--- src/rtl/ysyx_22040365_ifu.sv ---
// rtl/ysyx_22040365_ifu.sv - instruction fetch unit: single-outstanding fetch FSM with redirect and stale-response drop
module ysyx_22040365_ifu #(
    parameter logic [63:0] RESET_PC = 64'h0000_0000_8000_0000
) (
    input  logic        clk,
    input  logic        rst_n,
    output logic        mem_req_valid,
    output logic [63:0] mem_req_addr,
    input  logic        mem_req_ready,
    input  logic        mem_rsp_valid,
    input  logic [31:0] mem_rsp_data,
    output logic        inst_valid,
    output logic [31:0] inst,
    output logic [63:0] inst_pc,
    input  logic        inst_ready,
    input  logic        redirect_valid,
    input  logic [63:0] redirect_pc
);

    typedef enum logic [1:0] {
        S_REQ  = 2'd0,
        S_WAIT = 2'd1,
        S_HOLD = 2'd2,
        S_DROP = 2'd3
    } state_t;

    state_t      state;
    logic [63:0] pc;
    logic [63:0] redirect_aligned;
    logic        unused_redirect_lsbs;

    assign redirect_aligned     = {redirect_pc[63:2], 2'b00};
    assign unused_redirect_lsbs = &{1'b0, redirect_pc[1:0]};

    assign mem_req_valid = (state == S_REQ);
    assign mem_req_addr  = pc;

    always_ff @(posedge clk) begin
        if (!rst_n) begin
            state      <= S_REQ;
            pc         <= {RESET_PC[63:2], 2'b00};
            inst       <= 32'h0000_0013;
            inst_pc    <= 64'd0;
            inst_valid <= 1'b0;
        end else begin
            case (state)
                S_REQ: begin
                    if (redirect_valid) begin
                        pc    <= redirect_aligned;
                        // An accepted request still owes a response that must be thrown away.
                        state <= mem_req_ready ? S_DROP : S_REQ;
                    end else if (mem_req_ready) begin
                        state <= S_WAIT;
                    end
                end
                S_WAIT: begin
                    if (redirect_valid) begin
                        pc    <= redirect_aligned;
                        state <= mem_rsp_valid ? S_REQ : S_DROP;
                    end else if (mem_rsp_valid) begin
                        inst       <= mem_rsp_data;
                        inst_pc    <= pc;
                        inst_valid <= 1'b1;
                        state      <= S_HOLD;
                    end
                end
                S_HOLD: begin
                    if (redirect_valid) begin
                        pc         <= redirect_aligned;
                        inst_valid <= 1'b0;
                        state      <= S_REQ;
                    end else if (inst_ready) begin
                        pc         <= pc + 64'd4;
                        inst_valid <= 1'b0;
                        state      <= S_REQ;
                    end
                end
                S_DROP: begin
                    if (redirect_valid) begin
                        pc <= redirect_aligned;
                    end
                    // The stale response retires the outstanding request even if a redirect lands with it.
                    if (mem_rsp_valid) begin
                        state <= S_REQ;
                    end
                end
                default: state <= S_REQ;
            endcase
        end
    end

endmodule

--- config.mk ---
export PLATFORM = sky130hd
export DESIGN_NAME = ysyx_22040365_ifu
export DESIGN_NICKNAME = d
export VERILOG_FILES = /design/src/rtl/ysyx_22040365_ifu.sv
export SDC_FILE = /design/constraint.sdc
export NUM_CORES = 1
export LEC_CHECK = 0
export ABC_AREA = 1
export CAP_MARGIN = 10
export CORE_MARGIN = 2
export CORE_UTILIZATION = 40
export CTS_BUF_LIST = sky130_fd_sc_hd__clkbuf_4 sky130_fd_sc_hd__clkbuf_8
export DETAILED_ROUTE_END_ITERATION = 8
export PLACE_DENSITY = 0.82
export SYNTH_ARGS = -nofsm -noshare
export SYNTH_HDL_FRONTEND = slang
export SYNTH_SLANG_ARGS = --single-unit
--- constraint.sdc ---
create_clock -name clk -period 1.8 [get_ports clk]
set_input_delay 0.45 -clock clk [delete_from_list [all_inputs] [get_ports clk]]
set_output_delay 0.45 -clock clk [all_outputs]
set_load 0.1 [all_outputs]
Word level (Yosys, flattened, before mapping)
Index checks and enable logic that the tools add are counted.
Operators by class
  add/sub/neg operators: 1
  eq/ne operators: 10
  mux-type cells: 19
  bitwise operators: 1
  reduce and logical (&&, ||, !) cells: 7
Operators with widths (count)
  64-bit two-way mux: 3
  64-bit one-hot mux with 2 select lines: 1
  64-bit by 3-bit adder with 64-bit output, second input constant: 1
  2-bit two-way mux: 9
  2-bit one-hot mux with 4 select lines: 1
  4-bit AND reduction: 2
  2-bit inequality test, second input constant: 3
  3-bit inequality test, second input constant: 2
  2-bit equality test, second input constant: 2
  1-bit two-way mux: 4
  3-bit by 1-bit inequality test with 1-bit output, second input constant: 1
  3-bit AND reduction: 1
  3-bit OR reduction: 1
  2-bit by 1-bit equality test with 1-bit output, second input constant: 1
  2-bit zero test: 1
  2-bit by 1-bit inequality test with 1-bit output, second input constant: 1
  1-bit one-hot mux with 2 select lines: 1
  2-bit AND reduction: 1
  2-bit nonzero test: 1
  1-bit inverter: 1
Word-level totals
  flip-flop bits (word level): 163
  input port bits: 102
  output and inout port bits: 162

Logic depth before layout (Yosys ltp)
Gate-level depths: netlist of the first run.
  depth in word-level cells: 4
  mapped depth: 11

Worst setup path after synthesis of the first run
Ideal clock, no wire load.
  path type: reg-to-reg
  start: register pc[2] (netlist: mem_req_addr[2])
  end: register pc[38] (netlist: mem_req_addr[38])
  library setup time: 0.122 ns
  data arrival time: 2.412 ns
  slack: -0.734 ns
  cell stages (with the launch flop): 11
  path buffers: 0
  clock period less this slack: 2.534 ns
  path through: dfxtp_1 -> ha_1 -> nand2_2 -> nor2_4 -> nand2_4 -> nor2_8 -> nand2_1 -> nor2_1 -> nand4_1 -> o211ai_1 -> nor2_1
Between the ends
  word-level cells in the longest chain between the ends: 4
RTL lines
  start, declared: line 28  | logic [63:0] pc;
  start signal, assigned: line 41  | pc <= {RESET_PC[63:2], 2'b00};
  start signal, assigned: line 49  | pc <= redirect_aligned;
  start signal, assigned: line 58  | pc <= redirect_aligned;
  64-bit by 3-bit adder with 64-bit output: line 73  | pc <= pc + 64'd4;
  64-bit two-way mux: line 72  | end else if (inst_ready) begin
  64-bit two-way mux: line 68  | if (redirect_valid) begin
  64-bit one-hot mux with 2 select lines: line 46  | case (state)
Every way passes these cells. The select of a mux whose other input is x is not followed.
A chain may end at the register's enable or synchronous reset.

Final worst setup path of the first run
  start: register pc[2] (netlist: mem_req_addr[2])
  end: output mem_req_addr[2]
RTL lines
  end, declared: line 8  | output logic [63:0] mem_req_addr,
No word-level cell between the ends.

==> results.toml, run 1 <==
[status]
outcome = "completed"

[synth]
synth_compound_area_share_pct = 17.2
synth_top_cell_by_area = "dfxtp_1"
netlist_top_cells_area = "dfxtp_1 38%, nor2_1 13%, nand2_1 11%, o21ai_0 8.0%, nand3_1 5.2%"
synth.mux.area_fraction_pct = 0
yosysTopAreaCellShare_pct = 38.4
async_flop_share_pct = 0
synth_commonest_cells = "295 x nor2_1, 239 x nand2_1, 159 x dfxtp_1, 132 x o21ai_0, 92 x inv_1"
synth-seq-area-share_pct = 38.4
syn_inst = 1287
yosysWarnings = 0
syn_avg_cell_area_um2 = 6.44
ys_ff_latch = 159
synth_most_common_cell = "nor2_1"
yosys.area_share.adder_pct = 0.151
synth_top_family_by_area = "simple AND/OR/NAND/NOR gates"
synth-xor-area-share_pct = 0.106
synthSimpleGateAreaFrac_pct = 35.8
synthesis.area_um2 = 8290
synthFlopType = "dfxtp_1"
synth_edf_count = 0
yosysUniqueCellTypes = 37

[place]
dp_worst_setup_slack_ns = -0.309
dp_hpwl_um = 26900
placed_area_um2 = 13500
place.gp.congestion = 1.00
placed_cells = 1850
portBuffers = 257

[sta]
max_freq_mhz = 572
final-max-slew-violation-count = 0
period_share_pct = 97.1
setup_viol = 0
tns_ns = 0
period_minus_slack_ns = 1.75
worst_slack_ns = 0.0523
rsz0062_at_grt = "yes"
skew_ns = 0.0132
hold_viol = 0

[routing]
drc = 0
firstDrtPassIters = 5
totalWireLength_um = 34000
drt_iter0_drc = 905
vias = 9972
detail-route-antenna-nets = 0
viasPerCell = 5.29
wl_per_cell_um = 18.1

[run]
max_cap_viol_count = 0

[clocking]
worstSkewPairLatency_ns = 0.48
htreeDepth = 4
cts_tree = "done"
cts-root-buf = "clkbuf_8"
cts_buffers = 17
path_clk_slew_ns = 0.10
postCtsHoldBufs = 0
numClockSinks = 159
cts_buffer_depth = 2

[worst_setup_path]
worstSetupEndpointType = "output pin"
cp_data_arrival_time_ns = 1.30
cp-start-kind = "flip-flop"
worst-r2r-cell-count = 10
required_ns = 1.35
path_class = "reg2out"
worstPathMaxFanout = 4

[final_layout]
syn2layout_area_growth_pct = 69.3
final_nets = 1705
utilization_pct = 69.1
antennaDiodeCount = 0
final_area_um2 = 14000
drive_gt1_share_pct = 26.6
fin_cells = 1885
multi_input_area_um2 = 4550
regArea_um2 = 3300
n_fill_cell = 1651

[floorplanning]
die_area_um2 = 21900
top_level_ports = 264
die_w_um = 148
die_y_um = 148
start_util_pct = 40.8
core_region_area_um2 = 20300
num_rows = 52

[grt]
grt_pass1_vias = 9598
grt_overflow = 0
antenna_found_initial = 0
grt_pass1_wl_um = 52400
grt_max_degree = 58
grtUsageTotal_pct = 30.7

[pwr]
combPwrFrac_pct = 33.4
p_leak_nw = 5.56
peakVddDrop_v = 0.000400
clock_power_share_pct = 27.6
powerDensity_nw_per_um2 = 731
switchingPower_w = 0.00395
p_int_w = 0.00629
swShare_pct = 38.6
p_seq_share_pct = 39.0

[worst_hold_path]
hp-class = "in2reg"
holdPathStages = 3
## what timing repair did
action | CTS | global route
hold endpoints to repair | 0 | 0
setup buffers | 0 | 3
gates resized for setup | 2 | 36
setup endpoints to repair | 2 | 29
pin swaps | 0 | 2
## final timing paths
check	from	to	slack, ns
min reg2reg	mem_req_addr[19]	mem_req_addr[19]	0.51
min	rst_n	inst_pc[49]	0.34
max reg2reg	mem_req_addr[3]	mem_req_addr[42]	0.07
max	mem_req_addr[2]	mem_req_addr[2]	0.05
## sequential cells by signal (all words and copies together) (netlist names)
name,count
state,2
inst_valid,1
inst_pc,62
inst,32
mem_req_addr,62
## cell type report
cell class | count | share of cell area, %
Multi-Input combinational cell | 962 | 32.4
Clock inverter | 13 | 1.07
Sequential cell | 159 | 23.6
Inverter | 101 | 2.73
Clock buffer | 19 | 1.82
Timing Repair Buffer | 361 | 36.0
Tap cell | 270 | 2.41
## logic make-up after synthesis
family	Yosys count
simple gates	696
compound gates	260
buf+inv	169
flops	159
xor+xnor	1
fa+ha+maj	1
other cells	1
## cell usage in the layout, fill, tap and decap left out, drive strengths merged
| cell type | instances |
|---|---|
| o221ai | 14 |
| conb | 4 |
| o211ai | 7 |
| a31oi | 2 |
| clkinv | 9 |
| o2111ai | 2 |
| inv | 103 |
| a311oi | 1 |
| a211oi | 13 |
| xor2 | 1 |
| nand3 | 86 |
| o21bai | 1 |
| dfxtp | 159 |
| nor4 | 2 |
| a21oi | 84 |
| nor2 | 312 |
| o21ai | 135 |
| nand2 | 251 |
| nor3 | 23 |
| buf | 263 |
| clkbuf | 19 |
| bufinv | 2 |
| clkdlybuf4s50 | 98 |
| nand4 | 17 |
| or2 | 5 |
| ha | 1 |
| o22ai | 1 |
## power groups by stage
stage | Sequential (W) | Clock (W) | Combinational (W)
CTS | 0.00399 | 0.00285 | 0.00342
global placement | 0.00407 | 0 | 0.00337
global route | 0.00402 | 0.00301 | 0.00356
detailed placement | 0.00407 | 0 | 0.00341
floorplan | 0.00533 | 0 | 0.000642
finish | 0.00400 | 0.00282 | 0.00343
## worst max-delay path, cell delays in order (launching register included)
cell and delay, ns:
dfxtp_4 0.38, buf_4 0.14, buf_4 0.14, buf_12 0.16
## metal layers
metal / global-route usage, % / up-vias / wire length, µm
li1: - / 4845 / -
met1: 39.3 / 4568 / 14200
met2: 52.2 / 492 / 16400
met3: 5.59 / 67 / 2550
met4: 10.1 / 0 / 974
met5: 0 / - / 0
## through the flow
step | hold slack, ns | total power, W
floorplan | 0.513 | 0.00597
global placement | 0.482 | 0.00744
detailed placement | 0.495 | 0.00748
CTS | 0.330 | 0.0103
global route | 0.327 | 0.0106
finish | 0.344 | 0.0102
(Power assumes the default switching activity.)
==> run 2: changes to the inputs <==
CORE_MARGIN = 1.5   (was 2)
==> run 2 against run 1 <==
Highest routed layer unchanged; fmax shrank 1.8%; largest power group unchanged; power is 0.55% lower; count of clock-buffer cells in the layout decreased by 1; critical path depth grew 6; global-route usage rose by 0.21 points; largest cell class unchanged; final cell count is 0.21% higher; design area grew 0.59%; first-iteration DRC count rose by 18%; worst setup slack worse by 0.033 ns; sequential share of layout area is 0.13 points lower.
==> results.toml, run 2 (synthesis gave the netlist of run 1 again) <==
[sta]
tns_ns = 0
max_freq_mhz = 562
rsz0062_at_grt = "yes"
period_share_pct = 98.9
period_minus_slack_ns = 1.78
final-max-slew-violation-count = 0
skew_ns = 0.0126
hold_slack_ns = 0.274
setup_viol = 0
hold_viol = 0

[place]
dp_hpwl_um = 26500
place.gp.congestion = 0.961
placed_area_um2 = 13600
portBuffers = 257

[worst_setup_path]
worst-r2r-cell-count = 9
r2r-start = "mem_req_addr[13]"
rrSetupSlack_ns = 0.02
cp-start-kind = "flip-flop"
worst_r2r_endpoint = "mem_req_addr[32]"
cp_data_arrival_time_ns = 2.16
required_ns = 2.18
worstSetupEndpointType = "flip-flop"
path_class = "reg2reg"
worstPathMaxFanout = 6

[grt]
antenna_found_initial = 0
grt_pass1_wl_um = 52500
grt_max_degree = 91
grtUsageTotal_pct = 30.9
grt_overflow = 0
grt_pass1_vias = 9568

[worst_hold_path]
holdPathStages = 3
hold_path_end = "inst_pc[54]"
worstHoldStart = "rst_n"
hp-class = "in2reg"

[pwr]
powerDensity_nw_per_um2 = 722
p_leak_nw = 5.61
peakVddDrop_v = 0.000494

[clocking]
cts_buffers = 17
cts-root-buf = "clkbuf_8"
numClockSinks = 159
path_clk_slew_ns = 0.10
cts_tree = "done"
htreeDepth = 4
cts_buffer_depth = 2
worstSkewPairLatency_ns = 0.48

[final_layout]
mostFrequentLayoutCells = "274 x nor2_1, 234 x nand2_1, 169 x buf_12"
regArea_um2 = 3310
final_nets = 1709
layout_commonest_cell = "nor2_1"
syn2layout_area_growth_pct = 70.3
multi_input_area_um2 = 4580
antennaDiodeCount = 0
final_area_um2 = 14100
drive_gt1_share_pct = 26.9
n_fill_cell = 1613
utilization_pct = 69.5

[floorplanning]
start_util_pct = 40.8
die_w_um = 147
die_area_um2 = 21600
num_rows = 52
top_level_ports = 264
die_y_um = 147
core_region_area_um2 = 20300

[routing]
wl_per_cell_um = 18.0
viasPerCell = 5.36
vias = 10100
firstDrtPassIters = 6
drt_iter0_drc = 1065
drc = 0
detail-route-antenna-nets = 0
totalWireLength_um = 34000

[run]
max_cap_viol_count = 0

[status]
outcome = "completed"
-- run 2: metrics by stage --
stage               std cells  total power [W]  setup WS (ns)
global placement         1853          0.00744         -0.321
finish                   1889           0.0102         0.0196
global route             1889           0.0105        -0.0624
floorplan                1290          0.00597        -0.0529
detailed placement       1853          0.00749         -0.383
CTS                      1885           0.0102         0.0184
-- run 2: worst max-delay path, stage by stage, from the launching register on --
cell	delay, ns
dfxtp_4	0.41
nand2_1	0.12
nor2_4	0.21
nand3_1	0.21
nor2_2	0.20
nand2_1	0.15
nor2_1	0.17
nand4_1	0.10
nand2_1	0.07
a21oi_1	0.04
-- run 2: how the worst max path moves through the flow --
stage / from / to / slack, ns
after floorplan: mem_req_addr[2] / mem_req_addr[38] / -0.05
after global placement: redirect_valid / inst_pc[7] / -0.32
after detailed placement: redirect_valid / mem_req_addr[37] / -0.38
after CTS: mem_req_addr[12] / mem_req_addr[37] / 0.02
after global routing: mem_req_addr[12] / mem_req_addr[32] / -0.06
final: mem_req_addr[13] / mem_req_addr[32] / 0.02
-- run 2: layout make-up --
class                      count  area share (%)
timing repair buffer         365            36.2
inverter                     101            2.71
clock inverter                14            1.07
clock buffer                  18            1.71
tap                          270            2.39
multi-input combinational    962            32.5
sequential                   159            23.4
-- run 2: power breakdown --
part	total, W	switching (W)	internal, W
combinational	0.00344	0.00218	0.00126
sequential	0.00401	0.000282	0.00372
clock	0.00275	0.00159	0.00116
total	0.0102	0.00405	0.00614
-- run 2: routing by layer --
layer	part of all wire, %	vias to the layer above	routed length, µm	GRT usage (%)
li1	-	4857	-	-
met1	40	4661	13700	39.1
met2	49	525	16600	52.8
met3	7.7	77	2600	4.91
met4	3.2	0	1070	11.7
met5	0	-	0	0
-- run 2: timing repair --
item,in CTS,in global routing
setup endpoints to repair,0,28
hold endpoints to repair,0,0
gates resized for setup,0,44
hold buffers,0,0
buffers inserted,0,4
==> run 3: changes to the inputs <==
==> constraint.sdc (replaced) <==
create_clock -name clk -period 1.8 [get_ports clk]
set_input_delay 0.27 -clock clk [delete_from_list [all_inputs] [get_ports clk]]
set_output_delay 0.27 -clock clk [all_outputs]
set_load 0.1 [all_outputs]
==> run 3 against run 2 <==
Clock power shrank 1%; worst setup slack gained 0.068 ns; sequential cell count is the same; clock skew grew 0.00066 ns; register-to-register slack gained 0.07 ns; largest power group unchanged; design area shrank 5.7%; final cell count shrank 0.64%; die area is the same; routed wire length shrank 1.1%.
==> results.toml, run 3 (synthesis gave the netlist of run 1 again) <==
[status]
outcome = "completed"

[clocking]
cts_buffers = 17
path_clk_slew_ns = 0.10
cts-root-buf = "clkbuf_8"
cts_buffer_depth = 2
numClockSinks = 159
cts_tree = "done"
postCtsHoldBufs = 0
htreeDepth = 4
worstSkewPairLatency_ns = 0.47

[final_layout]
syn2layout_area_growth_pct = 60.5
fin_cells = 1877
drive_gt1_share_pct = 26.3
antennaDiodeCount = 0
final_area_um2 = 13300
layout_commonest_cell = "nor2_1"
final_nets = 1697
mostFrequentLayoutCells = "276 x nor2_1, 233 x nand2_1, 141 x buf_4"

[pwr]
switchingPower_w = 0.00408
p_seq_share_pct = 40.1
powerDensity_nw_per_um2 = 750
peakVddDrop_v = 0.000502
p_int_w = 0.00589
combPwrFrac_pct = 32.7
swShare_pct = 40.9
clock_power_share_pct = 27.2
p_leak_nw = 5.38

[grt]
grt_pass1_wl_um = 51600
antenna_found_initial = 0
grtUsageTotal_pct = 30.5
grt_overflow = 0
grt_max_degree = 68
grt_pass1_vias = 9402

[floorplanning]
start_util_pct = 40.8
die_w_um = 147
top_level_ports = 264
num_rows = 52
die_area_um2 = 21600
core_region_area_um2 = 20300
die_y_um = 147

[routing]
vias = 10000
totalWireLength_um = 33600
wl_per_cell_um = 17.9
drt_iter0_drc = 888
firstDrtPassIters = 6
drc = 0
detail-route-antenna-nets = 0
viasPerCell = 5.34

[worst_setup_path]
cpMostUsedCell = "nand2_1"
cp-start-kind = "flip-flop"
cp_slowest_stage_delay_ns = 0.38
path_class = "reg2reg"
required_ns = 2.16
cp_data_arrival_time_ns = 2.07
path_cells = "nand2_1 -> nor2_1 -> nand2_1 -> nor2_1 -> nand2_1 -> o21ai_0 -> nand3_1 -> nand2_1 -> a21oi_1"
crit_path_top_delay_cell = "dfxtp_4"
worstPathMaxFanout = 3
worst-r2r-cell-count = 9
worstSetupEndpointType = "flip-flop"

[sta]
rsz0062_at_grt = "yes"
period_minus_slack_ns = 1.71
hold_viol = 0
final-max-slew-violation-count = 0
skew_ns = 0.0133
period_share_pct = 95.1
setup_viol = 0
worst_slack_ns = 0.0876
max_freq_mhz = 584

[place]
placed_area_um2 = 12800
place.gp.congestion = 0.965
placed_cells = 1842
dp_worst_setup_slack_ns = -0.239
dp_hpwl_um = 26200
portBuffers = 257

[worst_hold_path]
hp-class = "in2reg"
holdPathStages = 3

[run]
max_cap_viol_count = 0
[run 3: area by class of cell]
class | instances | area (µm²)
inverters | 101 | 383
multi-input cells | 962 | 4580
fillers | 1768 | 7000
repair buffers | 353 | 4300
clock buffers | 18 | 241
flip-flops and latches | 159 | 3310
clock inverters | 14 | 148
well taps | 270 | 338
[run 3: per-stage QoR]
step                hold slack [ns]  setup TNS [ns]  utilization [%]  power [W]
CTS                           0.198               0             64.8    0.00998
floorplan                     0.383         -0.0546                -    0.00597
global placement              0.458          -12.46             62.8    0.00728
finish                        0.214               0             65.5    0.00997
global route                  0.234         -0.0371             65.5     0.0103
detailed placement            0.470          -20.62             62.8    0.00731
[run 3: layer usage]
metal | wire length, µm | global-route usage [%]
met1 | 13800 | 38.2
met2 | 16500 | 53.1
met3 | 2470 | 5.40
met4 | 882 | 10.3
met5 | 0 | 0
[run 3: critical path, delay by kind of cell, from the launching register on]
family	cells	cell delay, ns
flops	1	0.38
compound gates	2	0.24
simple gates	7	0.99
[run 3: timing repair]
| action | CTS | global route |
|---|---|---|
| setup endpoints to repair | 0 | 33 |
| setup buffers | 0 | 3 |
| gates resized for setup | 0 | 43 |
[run 3: path summary, 6_finish.rpt]
path,slack (ns),start,to
max,0.09,mem_req_addr[26],mem_req_addr[60]
min,0.21,rst_n,mem_req_addr[44]
max reg2reg,0.09,mem_req_addr[26],mem_req_addr[60]
min reg2reg,0.49,inst[4],inst[4]
[run 3: power by group through the flow]
| stage | registers, W | clock network (W) | logic [W] |
|---|---|---|---|
| after floorplan | 0.00533 | 0 | 0.000642 |
| after global placement | 0.00407 | 0 | 0.00321 |
| after detailed placement | 0.00407 | 0 | 0.00324 |
| after CTS | 0.00399 | 0.00274 | 0.00325 |
| after global routing | 0.00403 | 0.00286 | 0.00339 |
| final | 0.00400 | 0.00271 | 0.00326 |
